===== src/rtl/mips_mult_pkg.sv =====
// Shared types for the HI/LO multiply control stage: default width, FSM encoding, HI/LO selects.
package mips_mult_pkg;

  localparam int MULT_W = 16;

  typedef enum logic [1:0] {
    ST_IDLE  = 2'd0,
    ST_START = 2'd1,
    ST_WAIT  = 2'd2
  } mult_state_t;

  localparam logic SEL_LO = 1'b0;
  localparam logic SEL_HI = 1'b1;

endpackage


===== src/rtl/mult_timeout_cnt.sv =====
// Counts WAIT cycles; o_expired flags the last permitted cycle (count == TIMEOUT-1) while enabled.
// Counter is registered, o_expired is combinational; no backpressure.
module mult_timeout_cnt #(
  parameter int TIMEOUT = 64
) (
  input  logic clk,
  input  logic rst,
  input  logic i_clr,
  input  logic i_en,
  output logic o_expired
);

  localparam int CW = (TIMEOUT > 1) ? $clog2(TIMEOUT) : 1;
  localparam logic [CW-1:0] LAST = CW'(TIMEOUT - 1);

  logic [CW-1:0] r_count;

  always_ff @(posedge clk) begin
    if (rst || i_clr) begin
      r_count <= '0;
    end else if (i_en) begin
      r_count <= r_count + CW'(1);
    end
  end

  assign o_expired = i_en && (r_count == LAST);

endmodule


===== src/rtl/hilo_mult_ctrl.sv =====
// Launches the sequential multiplier, captures produto into HI/LO, serves MF/MT; 1-cycle MF latency.
// Any request that cannot be taken this cycle (busy, or losing IDLE arbitration) raises stall.
module hilo_mult_ctrl
  import mips_mult_pkg::*;
#(
  parameter int W       = MULT_W,
  parameter int TIMEOUT = 64
) (
  input  logic           clk,
  input  logic           rst,
  input  logic           mult_req,
  input  logic [W-1:0]   op_a,
  input  logic [W-1:0]   op_b,
  input  logic           mt_req,
  input  logic           mt_sel,
  input  logic [W-1:0]   mt_data,
  input  logic           mf_req,
  input  logic           mf_sel,
  output logic           St,
  output logic [W-1:0]   mndo,
  output logic [W-1:0]   mdor,
  input  logic           done1,
  input  logic [2*W-1:0] produto,
  output logic           busy,
  output logic           stall,
  output logic [W-1:0]   mf_data,
  output logic           mf_valid,
  output logic [W-1:0]   hi,
  output logic [W-1:0]   lo,
  output logic           err
);

  mult_state_t r_state;
  mult_state_t w_state_nxt;

  logic [W-1:0] r_mndo;
  logic [W-1:0] r_mdor;
  logic [W-1:0] r_hi;
  logic [W-1:0] r_lo;
  logic [W-1:0] r_mf_data;
  logic         r_mf_valid;
  logic         r_err;

  logic w_idle;
  logic w_cnt_clr;
  logic w_cnt_en;
  logic w_expired;
  logic w_capture;

  mult_timeout_cnt #(
    .TIMEOUT (TIMEOUT)
  ) u_timeout (
    .clk       (clk),
    .rst       (rst),
    .i_clr     (w_cnt_clr),
    .i_en      (w_cnt_en),
    .o_expired (w_expired)
  );

  always_comb begin
    w_state_nxt = r_state;
    w_idle      = 1'b0;
    w_cnt_clr   = 1'b0;
    w_cnt_en    = 1'b0;
    w_capture   = 1'b0;
    St          = 1'b0;
    busy        = 1'b1;
    case (r_state)
      ST_IDLE: begin
        w_idle = 1'b1;
        busy   = 1'b0;
        if (mult_req) w_state_nxt = ST_START;
      end
      ST_START: begin
        St          = 1'b1;
        w_cnt_clr   = 1'b1;
        w_state_nxt = ST_WAIT;
      end
      ST_WAIT: begin
        w_capture = done1;
        w_cnt_en  = !done1;
        if (done1 || w_expired) w_state_nxt = ST_IDLE;
      end
      default: begin
        w_state_nxt = ST_IDLE;
      end
    endcase
    // In IDLE only the highest-priority request is taken; the rest wait.
    stall = (busy && (mult_req || mt_req || mf_req)) ||
            (w_idle && ((mult_req && (mt_req || mf_req)) || (mt_req && mf_req)));
  end

  always_ff @(posedge clk) begin
    if (rst) begin
      r_state    <= ST_IDLE;
      r_mndo     <= '0;
      r_mdor     <= '0;
      r_hi       <= '0;
      r_lo       <= '0;
      r_mf_data  <= '0;
      r_mf_valid <= 1'b0;
      r_err      <= 1'b0;
    end else begin
      r_state    <= w_state_nxt;
      r_mf_valid <= 1'b0;
      if (w_idle) begin
        if (mult_req) begin
          r_mndo <= op_a;
          r_mdor <= op_b;
          r_err  <= 1'b0;
        end else if (mt_req) begin
          if (mt_sel == SEL_HI) r_hi <= mt_data;
          else                  r_lo <= mt_data;
        end else if (mf_req) begin
          r_mf_data  <= (mf_sel == SEL_HI) ? r_hi : r_lo;
          r_mf_valid <= 1'b1;
        end
      end
      if (w_capture) begin
        r_hi <= produto[2*W-1:W];
        r_lo <= produto[W-1:0];
      end else if (w_expired) begin
        r_err <= 1'b1;
      end
    end
  end

  assign mndo     = r_mndo;
  assign mdor     = r_mdor;
  assign hi       = r_hi;
  assign lo       = r_lo;
  assign mf_data  = r_mf_data;
  assign mf_valid = r_mf_valid;
  assign err      = r_err;

endmodule

===== config.mk =====
export PLATFORM = sky130hd
export DESIGN_NAME = hilo_mult_ctrl
export DESIGN_NICKNAME = d
export VERILOG_FILES = /design/src/rtl/mips_mult_pkg.sv /design/src/rtl/mult_timeout_cnt.sv /design/src/rtl/hilo_mult_ctrl.sv
export SDC_FILE = /design/constraint.sdc
export NUM_CORES = 1
export LEC_CHECK = 0
export ABC_AREA = 0
export CELL_PAD_IN_SITES_DETAIL_PLACEMENT = 0
export CELL_PAD_IN_SITES_GLOBAL_PLACEMENT = 1
export CORE_AREA = 4 4 153 96
export DETAILED_ROUTE_END_ITERATION = 8
export DIE_AREA = 0 0 157 100
export PLACE_DENSITY = 0.84
export SETUP_SLACK_MARGIN = 0.5
export SYNTH_ARGS = -nofsm -noshare
export SYNTH_HDL_FRONTEND = slang
export SYNTH_SLANG_ARGS = --single-unit

===== constraint.sdc =====
create_clock -name clk -period 2.2 [get_ports clk]
set_clock_uncertainty 0.2 [all_clocks]
set_input_delay 0.33 -clock clk [delete_from_list [all_inputs] [get_ports clk]]
set_output_delay 0.33 -clock clk [all_outputs]
set_load 0.03 [all_outputs]

After elaboration in Yosys (flattened, before gate mapping)
Cells that the tools add are included.

word-level totals
  word-level logic and storage cells = 67
  input port bits = 88
  output and inout bits = 85
  bits in registers = 90

cells by class
  bitwise operators = 3
  add/sub/neg operators = 1
  reductions and logical operators = 23
  multiplexer cells = 24
  eq/ne operators = 7

operator list
  cell                                                                     number
  16-bit 2-to-1 mux                                                        11
  4-bit AND reduction                                                      3
  1-bit 2-to-1 mux                                                         10
  1-bit logical OR                                                         7
  6-bit by 1-bit adder with 6-bit output, second input constant            1
  6-bit == test, second input constant                                     1
  2-bit one-hot mux with 3 select lines                                    1
  2-bit nonzero test                                                       3
  1-bit logical AND                                                        5
  2-bit 2-to-1 mux                                                         2
  2-bit by 1-bit inequality test with 1-bit output, second input constant  2
  2-bit inequality test, second input constant                             2
  2-bit AND reduction                                                      2
  4-bit OR reduction                                                       1
  1-bit NOT                                                                3
  2-bit by 1-bit == test with 1-bit output, second input constant          1
  2-bit == test, second input constant                                     1
  2-bit zero test                                                          1
  1-bit zero test                                                          1

Logic depth before layout (Yosys ltp)
Gate-level depths: netlist (run 1).

  depth after elaboration = 6
  gate-level depth with buffers = 6
  gate-level depth less buffers = 4

Cells and area by module
A second synthesis (run 1) with hierarchy kept.

unflattened totals
  cells, all modules = 438
  area total of the unflattened synthesis = 3,882.5 µm²

by module, submodules not included
  module            cells each  area each (µm²)  sequential area each (µm²)  instances
  hilo_mult_ctrl    408         3,612.2          1,681.6                     1
  mult_timeout_cnt  30          270.3            120.1                       1

Least setup slack after synthesis (run 1)
Ideal clock, no wire load.

  path type = reg2out
  from = register r_state[0]
  to = output port stall
  stages on the path, launching flop included = 5
  buffers on the path = 1
  path slack = 0.122 ns
  data required time = 1.670 ns
  arrival = 1.548 ns
  path through = dfxtp_1 > buf_4 > or2_2 > maj3_1 > o21a_1

between the ends
  longest elaborated chain between the ends = 4
  elaborated cells between the ends (all ways) = 6
  those cells by class = 2 x mux; 4 x reduce/logical

ends and longest elaborated chain
  element                   line                   source
  start: declaration        hilo_mult_ctrl.sv:33   mult_state_t r_state;
  start signal: assignment  hilo_mult_ctrl.sv:104  r_state <= w_state_nxt;
  2-bit zero test           hilo_mult_ctrl.sv:68   case (r_state)
  1-bit 2-to-1 mux          hilo_mult_ctrl.sv:68
  net busy                  hilo_mult_ctrl.sv:24   output logic busy,
  1-bit logical AND         hilo_mult_ctrl.sv:89   stall = (busy && (mult_req || mt_req || mf_req)) ||
  1-bit logical OR          hilo_mult_ctrl.sv:89
  end: declaration          hilo_mult_ctrl.sv:25   output logic stall,

The timed path passes the listed nets, and every way through them passes these cells.

Worst setup path after layout (run 1)
  from = register r_state[1]
  to = output port stall

between the ends
  longest elaborated chain between the ends = 4
  elaborated cells between the ends (all ways) = 6
  those cells by class = 2 x mux; 4 x reduce/logical

ends and longest elaborated chain
  element                                      line
  2-bit zero test (*)                          hilo_mult_ctrl.sv:68
  1-bit 2-to-1 mux                             hilo_mult_ctrl.sv:68
  1-bit logical AND, on equally long branches  hilo_mult_ctrl.sv:89, hilo_mult_ctrl.sv:90
  1-bit logical OR (*)                         hilo_mult_ctrl.sv:89

Mark *: on every way between the ends. The rest lies on a longest branch, timed or not.

==> run_results.csv, run 1 <==
group,metric,value,unit
status,outcome,"finished, final reports clean",
floorplanning,dieArea,15700,sq um
global_route,grt_pass1_vias,4003,
layout,antenna_cells,0,
pwr,p_per_area,672.7,nW/um^2
setup_path,crit_path_start_kind,"register",
setup_path,critPathBufInv,1,
placed_design,place_ws,-0.2352,ns
synthesis,synth_compound_area_share,25.76,%
placed_design,gp_congestion,0.7883,
route,wl,14340,microns
timing,slew_viol_final,0,
synthesis,synth_seq_cells,90,
layout,synthToLayoutAreaGrowth,59.53,%
route,vias,4191,
layout,stdcell_count,813,
cts,clock-sinks,90,
cts,ctsHoldBuffers,0,
synthesis,synth-edff-count,0,
cts,cts-root-buf,"clkbuf_16",
synthesis,syn_area_per_cell,8.489,sq um
floorplanning,coreArea,13340,sq um
setup_path,cp.required,1.67,ns
route,drt_iter0_drc,308,
synthesis,synth_mux_area_share,4.066,%
route,postRouteAntennaNets,0,
cts,cts_tree,"done",
timing,finalSetupViolations,0,
layout,fillers,1302,
timing,rsz0062_at_grt,"true",
cts,htreeDepth,3,
timing,holdWs,0.2510,ns
setup_path,criticalPathCategory,"reg -> out",
global_route,grt-ovfl-total,0,
pwr,peakVddDrop,0.3374,mV
timing,finalWorstSetupSlack,0.1293,ns
layout,multi_input_area,1924,sq um
synthesis,synth_area,3939,sq um
timing,max_slew_margin,60.41,%
synthesis,synthCells,464,
route,firstDrtPassIters,5,
global_route,antenna_found_initial,0,
synthesis,ys_types,44,
cts,clkTransAtPathRegs,0.07,ns
placed_design,placed_cells,790,
synthesis,synth-xor-area-share,0,%
setup_path,crit_path_end_kind,"primary output",
global_route,grt_max_degree,33,
cts,cts_buffer_depth,2,
synthesis,yosys_most_used_dff,"dfxtp_1",
placed_design,hpwl,10270,microns
setup_path,crit_family,"flip-flops",
synthesis,synthAdderAreaFrac,0.5718,%
synthesis,synthArstFlopShare,0,%
timing,setup_tns,0,ns
timing,finalCriticalPeriod,2.071,ns
synthesis,synth_top_family_by_area,"compound AO/OA/AOI/OAI gates",
route,drc_errors,0,
global_route,grt_usage,17.48,%
cts,insertion_delay,0.35,ns
setup_path,slowest_stage,"dfxtp_2",
global_route,grt_pass1_wl,21690,microns
route,vias_per_cell,5.155,
timing,hold_viol_final,0,
floorplanning,initial_utilization,29.53,%
setup_path,crit_arrival,1.54,ns
setup_path,cpPeakStageDelay,0.33,ns
floorplanning,ios,173,
floorplanning,die_height,100,microns
synthesis,seq_area_frac_synth,45.74,%
placed_design,port_buffers,172,
timing,fmax,482.9,MHz
pwr,p_leak,0.002579,uW
synthesis,yosysWarnings,0,
route,wire_per_inst,17.64,microns
layout,layout-drive-gt1-share,11.60,%
synthesis,syn_nets,553,
timing,worst_slew_pin_slew,0.5938,ns
layout,regArea,1807,sq um
layout,layout.nets,722,
setup_path,crit_path_cell_trace,"or2_4, maj3_2, o21a_4, buf_6",
cts,cts_buffers,9,
job,drv_cap,0,
timing,fin_crit_sh,94.12,%
setup_path,path_max_fanout,3,
floorplanning,dieWidth,157,microns
synthesis,yosys.area_share.simple,17.44,%
floorplanning,core.rowCount,33,
min_path,min_path_type,"reg -> reg",
==> routing by layer <==
layer,global-route usage [%],wire (microns),vias up
li1,-,-,2014
met1,23.98,6353,1983
met2,26.48,6380,176
met3,6.075,1384,18
met4,4.267,219,0
met5,0,0,-
==> registers in the layout, indices dropped and copies added, names as in the netlist <==
register,count
err,1
hi,16
lo,16
mdor,16
mf_data,16
mf_valid,1
mndo,16
r_state,2
u_timeout.r_count,6
==> stage by stage <==
step | cell area (sq um) | util (%) | power, uW
detailed placement | 5922 | 44.40 | 2743
CTS | 6231 | 46.72 | 4251
floorplan | 3960 | - | 2275
global placement | 5922 | 44.40 | 2729
finish | 6284 | 47.12 | 4227
global route | 6284 | 47.12 | 4392
==> Yosys cell counts, types with 2 or more instances <==
| cell type | count | area share, % |
|---|---|---|
| buf_2 | 13 | 1.7 |
| buf_6 | 4 | 1.1 |
| mux2i_1 | 16 | 4.1 |
| o21bai_1 | 2 | 0.38 |
| dfxtp_1 | 90 | 46 |
| a31oi_1 | 16 | 2.5 |
| a21o_1 | 2 | 0.38 |
| nand3b_1 | 2 | 0.38 |
| o21ai_0 | 14 | 1.8 |
| a311oi_1 | 16 | 3.6 |
| a21oi_1 | 52 | 6.6 |
| or3_1 | 3 | 0.48 |
| nand2b_1 | 2 | 0.32 |
| buf_4 | 5 | 0.95 |
| inv_1 | 2 | 0.19 |
| clkbuf_1 | 25 | 2.4 |
| nor2_1 | 35 | 3.3 |
| nor2b_1 | 3 | 0.48 |
| a211oi_1 | 34 | 6.5 |
| nand2_1 | 68 | 6.5 |
| o211ai_1 | 3 | 0.57 |
| nand3_1 | 16 | 2.0 |
| o21ai_1 | 20 | 2.5 |
==> layout by cell type, fill, tap and decap left out, drive strengths merged, types with 2 or more instances in the layout <==
cell type | Yosys | final
dfxtp | 90 | 90
clkdlybuf4s50 | 0 | 84
dlygate4sd2 | 0 | 72
nand2 | 68 | 68
a21oi | 52 | 52
nor2 | 35 | 35
a211oi | 35 | 35
o21ai | 34 | 34
buf | 22 | 33
a31oi | 16 | 16
mux2i | 16 | 16
nand3 | 16 | 16
a311oi | 16 | 16
clkbuf | 25 | 15
clkdlybuf4s15 | 0 | 8
inv | 2 | 6
or3 | 3 | 3
o211ai | 3 | 3
nor2b | 3 | 3
clkinv | 1 | 3
nand2b | 2 | 2
nand3b | 2 | 2
o21bai | 2 | 2
a21o | 2 | 2
bufbuf | 0 | 2
nor3b | 2 | 2
==> timing repair <==
action	4_1_cts	5_1_grt
endpoints found under the setup margin	169	67
buffers inserted	1	2
pin swaps	4	3
cloned	3	1
resized for setup	105	22
==> worst register-to-register path, stage by stage, from the launching register on <==
cell and delay, ns:
dfxtp_2 0.33, buf_4 0.21, or4b_4 0.56, buf_4 0.18
buf_16 0.14, o21ai_1 0.13, a311oi_1 0.10
==> kinds of logic (layout without fill, tap and decap cells) <==
family / Yosys count / count (layout)
AO/OA/AOI/OAI: 163 / 163
flip-flops: 90 / 90
multiplexers: 16 / 16
buffers and inverters: 50 / 224
adder cells (fa/ha/maj): 2 / 2
AND/OR/NAND/NOR: 143 / 143
==> worst paths after layout <==
check / start / end / slack [ns] / cells after the start
setup / recovery: r_state[1] / stall / 0.13 / 4
hold / removal: mdor[5] / mdor[5] / 0.25 / 2
setup reg to reg: r_state[1] / hi[10] / 0.23 / 6
hold reg to reg: mdor[5] / mdor[5] / 0.25 / 2
==> area by class of cell <==
cell class                 count  share of cell area, %
clock buffer                   9                  3.584
clock inverter                 7                  1.115
inverter                       3                 0.1792
multi-input combinational    324                  30.63
sequential                    90                  28.75
tap                          175                  3.485
timing repair buffer         205                  32.26
==> power breakdown <==
group	internal (uW)	switching (uW)	total, uW	leakage, uW
Sequential	1720	55.1	1770	0.000736
Clock	798	734	1530	0.000142
Combinational	411	510	921	0.00170
Total	2930	1300	4230	0.00258
No activity file was read; power rests on OpenSTA's default activity.
==> inputs of run 2 (changes only) <==
--- a/config.mk
+++ b/config.mk
@@ -6,6 +6,7 @@
 export NUM_CORES = 1
 export LEC_CHECK = 0
 export ABC_AREA = 0
+export CAP_MARGIN = 20
 export CELL_PAD_IN_SITES_DETAIL_PLACEMENT = 0
 export CELL_PAD_IN_SITES_GLOBAL_PLACEMENT = 1
 export CORE_AREA = 4 4 153 96
==> results of run 2 <==
The final DEF is identical to that of run 1; final timing and power are the same.
==> inputs of run 3 (changes only) <==
--- a/config.mk
+++ b/config.mk
@@ -13,6 +13,7 @@
 export DETAILED_ROUTE_END_ITERATION = 8
 export DIE_AREA = 0 0 157 100
 export PLACE_DENSITY = 0.84
+export REMOVE_ABC_BUFFERS = 1
 export SETUP_SLACK_MARGIN = 0.5
 export SYNTH_ARGS = -nofsm -noshare
 export SYNTH_HDL_FRONTEND = slang
==> run 3 against run 2 <==
Sequential power rose by 2%. Combinational power is 35% higher. Worst setup slack improved by 0.031 ns. First-iteration DRC count decreased by 16%. Final cell count increased by 3.0%. Critical path depth increased by 5. Fmax rose by 1.5%. Register-to-register slack worse by 0.07 ns. Count of clock-buffer cells in the layout is 2 higher. Design area grew 21%. Clock power about the same. Largest power group unchanged.
==> run_results.csv, run 3 (synthesis results as in run 1) <==
group,metric,value,unit
setup_path,criticalPathCategory,"reg -> reg",
pwr,design_power_total,4607,uW
setup_path,crit_arrival,2.03,ns
global_route,grt_usage,19.54,%
timing,fmax,490.2,MHz
layout,final_common_cell,"dfxtp_1",
timing,fin_crit_sh,92.72,%
route,firstDrtPassIters,5,
cts,clkTransAtPathRegs,0.06,ns
floorplanning,coreArea,13340,sq um
floorplanning,die_height,100,microns
cts,cts_buffer_depth,2,
timing,rsz0062_at_grt,"true",
pwr,peakVddDrop,0.5185,mV
setup_path,slowest_stage,"or3b_4",
route,wire_per_inst,20.31,microns
setup_path,crit_top_cell,"buf_12",
route,drt_iter0_drc,258,
route,postRouteAntennaNets,0,
cts,htreeDepth,3,
route,vias,4430,
placed_design,hpwl,9347,microns
route,wl,17000,microns
global_route,grt_max_degree,91,
setup_path,crit_path_end_kind,"register",
route,drc_errors,0,
pwr,p_per_area,606.1,nW/um^2
cts,cts_tree,"done",
global_route,grt-ovfl-total,0,
cts,insertion_delay,0.34,ns
placed_design,gp_congestion,0.8068,
timing,worst_slew_pin_slew,0.6493,ns
setup_path,path_max_fanout,8,
floorplanning,initial_utilization,29.53,%
setup_path,worstSetupStartpoint,"r_state[0]",
layout,layout.nets,746,
floorplanning,dieArea,15700,sq um
setup_path,r2r_start,"r_state[0]",
layout,antenna_cells,0,
layout,layout-drive-gt1-share,36.10,%
status,outcome,"finished, final reports clean",
floorplanning,ios,173,
layout,synthToLayoutAreaGrowth,93.01,%
timing,hold_viol_final,0,
cts,cts-root-buf,"clkbuf_16",
cts,clock-sinks,90,
min_path,min_path_type,"reg -> reg",
job,drv_cap,0,
global_route,grt_pass1_wl,24140,microns
placed_design,place_ws,-0.2424,ns
setup_path,cp.required,2.19,ns
pwr,p_leak,0.003056,uW
placed_design,port_buffers,172,
cts,ctsHoldBuffers,0,
timing,finalWorstSetupSlack,0.1602,ns
setup_path,crit_path_cell_trace,"buf_6, buf_12, buf_12, buf_6, or3b_4, buf_12, buf_16, nand2_4, a21oi_2",
setup_path,crit_path_start_kind,"register",
timing,holdWs,0.2754,ns
min_path,hp-start,"mndo[5]",
floorplanning,dieWidth,157,microns
setup_path,cpPeakStageDelay,0.49,ns
floorplanning,core.rowCount,33,
global_route,antenna_found_initial,0,
timing,slew_viol_final,0,
global_route,grt_pass1_vias,4484,
cts,cts_buffers,9,
route,vias_per_cell,5.293,
timing,max_slew_margin,56.71,%
timing,setup_tns,0,ns
layout,mostFrequentLayoutCells,"88 x dfxtp_1, 85 x clkdlybuf4s50_1, 69 x dlygate4sd2_1",
timing,finalSetupViolations,0,
timing,finalCriticalPeriod,2.040,ns
==> run 3: through the flow <==
step / utilization, % / std cells / cell area (sq um)
2_1_floorplan: - / 417 / 3697
3_3_place_gp: 44.31 / 788 / 5909
3_5_place_dp: 44.31 / 788 / 5909
4_1_cts: 51.80 / 830 / 6908
5_1_grt: 57.00 / 837 / 7602
6_report: 57.00 / 837 / 7602
==> run 3: power breakdown <==
part	internal, uW	leakage, uW	switching (uW)
combinational	576	0.00217	666
clock	918	0.000146	641
sequential	1720	0.000736	85.1
total	3210	0.00306	1390
==> run 3: layer usage <==
| metal | track usage [%] | share of wire [%] | wire length [microns] |
|---|---|---|---|
| met1 | 25.61 | 44 | 7473 |
| met2 | 30.90 | 45 | 7714 |
| met3 | 6.980 | 9.1 | 1541 |
| met4 | 4.800 | 1.6 | 273 |
| met5 | 0 | 0 | 0 |
==> run 3: cell type report <==
| type | count | area, sq um |
|---|---|---|
| Multi-Input combinational cell | 324 | 2766 |
| Timing Repair Buffer | 229 | 2495 |
| Clock inverter | 5 | 63.81 |
| Clock buffer | 11 | 242.7 |
| Sequential cell | 90 | 1804 |
| Fill cell | 1118 | 5734 |
| Tap cell | 175 | 219.0 |
| Inverter | 3 | 11.26 |
==> run 3: final timing paths <==
check / end / slack, ns / depth (start not counted)
worst max register to register: mndo[15] / 0.16 / 9
worst max-delay path: mndo[15] / 0.16 / 9
worst min-delay path: mndo[5] / 0.28 / 2
worst min register to register: mndo[5] / 0.28 / 2
==> run 3: worst max-delay path: cells and delay by family, from the launching register on <==
kind	cells	cell delay [ns]
compound gates	1	0.05
buf+inv	6	0.77
flops	1	0.33
simple gates	2	0.55
==> run 3: repair_timing <==
item | CTS | global route
buffers inserted | 15 | 4
setup endpoints to repair | 152 | 105
pin swaps | 53 | 78
resized for setup | 200 | 157
cloned | 11 | 3
==> variant 1, RTL diff (flow settings as in run 3) <==
`TIMEOUT` is set to 64 in 2 places; all go to 128.
--- a/src/rtl/mult_timeout_cnt.sv
+++ b/src/rtl/mult_timeout_cnt.sv
@@ -1,7 +1,7 @@
 // Counts WAIT cycles; o_expired flags the last permitted cycle (count == TIMEOUT-1) while enabled.
 // Counter is registered, o_expired is combinational; no backpressure.
 module mult_timeout_cnt #(
-  parameter int TIMEOUT = 64
+  parameter int TIMEOUT = 128
 ) (
   input  logic clk,
   input  logic rst,
--- a/src/rtl/hilo_mult_ctrl.sv
+++ b/src/rtl/hilo_mult_ctrl.sv
@@ -4,7 +4,7 @@
   import mips_mult_pkg::*;
 #(
   parameter int W       = MULT_W,
-  parameter int TIMEOUT = 64
+  parameter int TIMEOUT = 128
 ) (
   input  logic           clk,
   input  logic           rst,
Formal check against the unedited RTL: same outputs for any inputs over 4 cycles, from zero or initial values and one cycle with rst high; that may be too few to reach the edited logic, so the function may still have changed.
==> variant 1 against run 3 <==
Total power decreased by 6.5%; design area fell by 8.1%; area after synthesis fell by 2.2%; first-iteration DRC count decreased by 21%; worst setup slack better by 8.1 ps; sequential share of layout area increased by 2.4 points; worst hold slack worse by 25 ps; routed wire length decreased by 5.9%; die area did not move; sequential cell count grew 1; critical path type is now reg2out; largest power group unchanged.
==> variant 1: results (changes against run 3) <==
Run status
  – Status: completed

Clock tree
  – Clock Path Buffers: 2 (unchanged)
  – Worst-Skew Late Latency: 330 ps
  – CTS clk-pin slew, worst paths: 60 ps (about the same)
  – CTS Buf Count: 9 (unchanged)
  – Clk root buf: clkbuf_16
  – H-tree depth: 3 (unchanged)

Detailed routing
  – Total wire length: 16000 µm (-5.9%)
  – Post-DRT Antenna Nets: 0 (unchanged)
  – Detailed-route via count: 4270 (-3.6%)
  – Drt first pass iters: 4 (-1)
  – DRT iter0 DRCs: 204 (-21%)

GRT
  – Largest net degree at the start of global routing: 64 (-30%)
  – Initial antenna violation count: 0 (unchanged)
  – First-pass GRT wire length: 22800 µm (-5.4%)
  – Global Route Usage Sum: 18.5% (-1.0 points)

Critical path
  – Crit path max fanout: 3 (-5)
  – Crit path max-delay family: flip-flops
  – Crit path launch: r_state[0]
  – CP peak stage delay: 330 ps (-160 ps)
  – Slowest CP cell: dfxtp_2
  – WP data arrival: 1500 ps (-530 ps)
  – Reg2reg end: hi[11]
  – Worst reg2reg path depth: 5 (-4)
  – Worst setup path endpoint: stall
  – Setup slack, reg-to-reg: 210 ps (+50 ps)

Place
  – DP HPWL: 9690 µm (+3.7%)
  – Post-placement cell count: 789 (+0.13%)
  – DP Worst Slack: -212 ps (+29.9 ps)
  – IO buf count: 172 (unchanged)
  – GPL Wtd Cong: 0.897 (+11%)

Synth
  – Fraction of registers with async set/reset: 0% (unchanged)
  – Top cells by area, synth: dfxtp_1, nand2_1, a21oi_1
  – Synth cell types: 39 (-11%)
  – Syn_area_per_cell: 8.38 µm² (-1.3%)
  – Yosys warnings: 0 (unchanged)
  – Register area share after synthesis: 47.3% (+1.5 points)
  – Top-count cell post-synth: dfxtp_1
  – Ys flop type: dfxtp_1
  – Commonest cells in the netlist: dfxtp_1, nand2_1, a21oi_1
  – Top cell type by total area after synthesis: dfxtp_1

Power and ir drop
  – Leak: 2.78 nW (-9.2%)
  – Max IR drop VDD: 369 µV (-29%)

Cells and area
  – Share of post-route cells with drive strength above 1: 23.4% (-13 points)
  – Antenna diodes: 0 (unchanged)
  – Post-Layout Cell Count: 828 (-1.1%)
  – Nets@finish: 737 (-1.2%)
  – Fillcell total: 1224 (+9.5%)

Worst hold path
  – Hold path depth: 2 (unchanged)
  – Launch point of the worst hold path: mndo[4]
  – Worst hold-check path type: reg2reg
  – Worst Hold End: mndo[4]

Timing
  – Relative slew margins: 43.6% (-13 points)
  – Final worst-path cycle share: 92.4% (-0.37 points)
  – Hold slack: 250 ps (-25.0 ps)
[variant 1: cell count changes after synthesis, moves of 4 or more]
cell,before,now
buf_6,4,0
nand3_1,16,20
buf_4,5,1
clkbuf_1,25,33
o21ai_0,14,24
o21ai_1,20,9
[variant 1: area by class of cell]
| type | instances | share of cell area, % |
|---|---|---|
| multi-input combinational | 323 | 33.7 |
| timing repair buffer | 220 | 33.0 |
| sequential | 91 | 26.1 |
| clock buffer | 11 | 3.33 |
| tap | 175 | 3.13 |
| clock inverter | 5 | 0.537 |
| inverter | 3 | 0.161 |
[variant 1: cells by family (layout without fill, tap and decap cells)]
kind of cell / Yosys count / count (layout) / synth area share (%)
compound gates: 152 / 152 / 24.2
xor+xnor: 2 / 2 / 0.455
fa+ha+maj: 2 / 2 / 0.584
buf+inv: 48 / 239 / 5.13
flops: 91 / 91 / 47.3
mux: 18 / 18 / 4.68
simple gates: 147 / 149 / 17.7
[variant 1: per-stage QoR]
step | util (%) | area (µm²)
floorplan | - | 3670
finish | 52.4 | 6990
detailed placement | 44.0 | 5860
CTS | 48.0 | 6410
global route | 52.4 | 6990
global placement | 44.0 | 5860
[variant 1: metal layers]
metal	vias to the layer above	track usage [%]	share of wire (%)
li1	2038	-	-
met1	2029	23.9	45
met5	-	0	0
met4	0	6.00	1.1
met2	189	28.4	44
met3	14	7.41	9.7
[variant 1: repair_timing]
action,CTS,global route
gates resized for setup,144,106
setup endpoints to repair,154,102
pin swaps,19,52
endpoints found under the hold margin,0,0
gates cloned,9,3
setup buffers,7,4
[variant 1: power breakdown]
part | internal (mW) | switching (mW) | leakage (nW) | total (mW)
sequential | 1.74 | 0.0604 | 0.744 | 1.80
clock | 0.771 | 0.636 | 0.126 | 1.41
combinational | 0.506 | 0.598 | 1.91 | 1.10
==> variant 2, RTL diff (config.mk and constraints of run 3) <==
Made on the original files. Re-encode `mult_state_t` (3 states) as one-hot, 3 bits wide.
--- a/src/rtl/mips_mult_pkg.sv
+++ b/src/rtl/mips_mult_pkg.sv
@@ -3,10 +3,10 @@
 
   localparam int MULT_W = 16;
 
-  typedef enum logic [1:0] {
-    ST_IDLE  = 2'd0,
-    ST_START = 2'd1,
-    ST_WAIT  = 2'd2
+  typedef enum logic [2:0] {
+    ST_IDLE  = 3'b001,
+    ST_START = 3'b010,
+    ST_WAIT  = 3'b100
   } mult_state_t;
 
   localparam logic SEL_LO = 1'b0;
Function: same outputs for any inputs over 4 cycles, from zero or initial values and one cycle with rst high; so few cycles prove little.
==> variant 2 against run 3 <==
Critical path depth fell by 5; routed wire length decreased by 14%; fmax grew 0.43%; total power shrank 3.8%; sequential cell count grew 1; global-route usage shrank 2.4 points; combinational power down 13%; worst setup slack gained 8.8 ps; design area shrank 12%; critical path type is now reg2out; area after synthesis decreased by 3.0%.
==> variant 2: results (changes against run 3) <==
Power and ir drop
  – Clk pwr share: 35.4% (+1.6 points)
  – Max IR drop VDD: 334 µV (-36%)
  – Comb pwr share: 24.3% (-2.7 points)
  – NetSw: 1.30 mW (-6.4%)
  – Sw Ratio: 29.4% (-0.80 points)
  – Leak: 2.70 nW (-12%)

GRT
  – First-pass GRT wire length: 21400 µm (-11%)
  – Largest net degree at the start of global routing: 65 (-29%)
  – Global Route Usage Sum: 17.2% (-2.4 points)
  – Vias in the first global route: 4122 (-8.1%)

Detailed routing
  – DRT iter0 DRCs: 171 (-34%)
  – Detailed-route via count: 4325 (-2.4%)
  – WL/cell: 17.8 µm (-13%)
  – Drt first pass iters: 4 (-1)
  – Via/cell ratio: 5.22 (-1.3%)

Clock tree
  – Resized Gates After CTS: 126 (-37%)
  – Worst-Skew Late Latency: 330 ps
  – Setup Fix Bufs, Post-CTS: 6 (-9)
  – CTS clk-pin slew, worst paths: 70 ps
  – H-tree depth: 3 (unchanged)

Critical path
  – RR Startpoint: r_state[0]
  – CP peak stage delay: 420 ps (-70 ps)
  – Slowest CP cell: or3b_4
  – Setup slack, reg-to-reg: 180 ps (+20 ps)
  – Crit path max-delay family: simple AND/OR/NAND/NOR gates
  – Crit path launch: r_state[2]
  – Crit path max fanout: 4 (-4)
  – Reg2reg end: hi[9]
  – Worst setup path endpoint: stall
  – WP data arrival: 1500 ps (-530 ps)
  – Worst reg2reg path depth: 5 (-4)

Synth
  – Compound-gate portion of the synthesized area: 23.3% (-2.4 points)
  – Fraction of registers with async set/reset: 0% (unchanged)
  – Synth cell types: 33 (-25%)
  – Post-synthesis xor/xnor area fraction: 0.229% (+0.23 points)
  – Syn_area_per_cell: 8.31 µm² (-2.1%)
  – Register area share after synthesis: 47.7% (+1.9 points)
  – Post-Synth Adder-Cell Area: 0.327% (-0.24 points)
  – Commonest cells in the netlist: dfxtp_1, nand2_1, a21oi_1
  – Post-synthesis mux area share: 4.19% (+0.13 points)
  – Top cells by area, synth: dfxtp_1, a311oi_1, a21oi_1

Cells and area
  – Share of post-route cells with drive strength above 1: 21.6% (-15 points)
  – Nets@finish: 737 (-1.2%)

Place
  – Placed Area: 5970 µm² (+0.97%)
  – DP Worst Slack: -78.4 ps (+164 ps)
  – Post-placement cell count: 795 (+0.89%)
  – GPL Wtd Cong: 0.866 (+7.4%)
  – DP HPWL: 9710 µm (+3.9%)

Run status
  – Status: completed

Timing
  – Relative slew margins: 60.4% (+3.7 points)
  – Final worst-path cycle share: 92.3% (-0.40 points)

Worst hold path
  – Worst hold-check path type: in2reg
variant 2: final cells by class:
class	instances	area, µm²
Inverter	3	11.3
Clock buffer	10	229
Fill cell	1239	6650
Multi-Input combinational cell	321	2110
Timing Repair Buffer	222	2220
Clock inverter	6	72.6
Tap cell	175	219
Sequential cell	91	1830
variant 2: worst register-to-register path, stage by stage, from the launching register on:
cell and delay (ps):
dfxtp_2 330, buf_4 170, or4b_2 660, buf_12 210, o21ai_0 190, a311oi_1 130
variant 2: worst min-delay path by stage:
stage                     cells past startpoint       end  slack [ps]  startpoint
final                                         2  mdor[12]          70         rst
after global routing                          2  mdor[12]          70         rst
after CTS                                     2  mndo[12]          50         rst
after detailed placement                      2   mndo[6]         250     mndo[6]
after global placement                        2  mndo[14]         240    mndo[14]
after floorplan                               1   mdor[0]         200         rst
variant 2: metal layers:
layer	global-route usage (%)	up-vias	share of wire, %
met5	0	-	0
met4	5.73	0	1.7
met3	6.89	23	11
met2	25.2	199	43
met1	23.0	2063	45
li1	-	2040	-
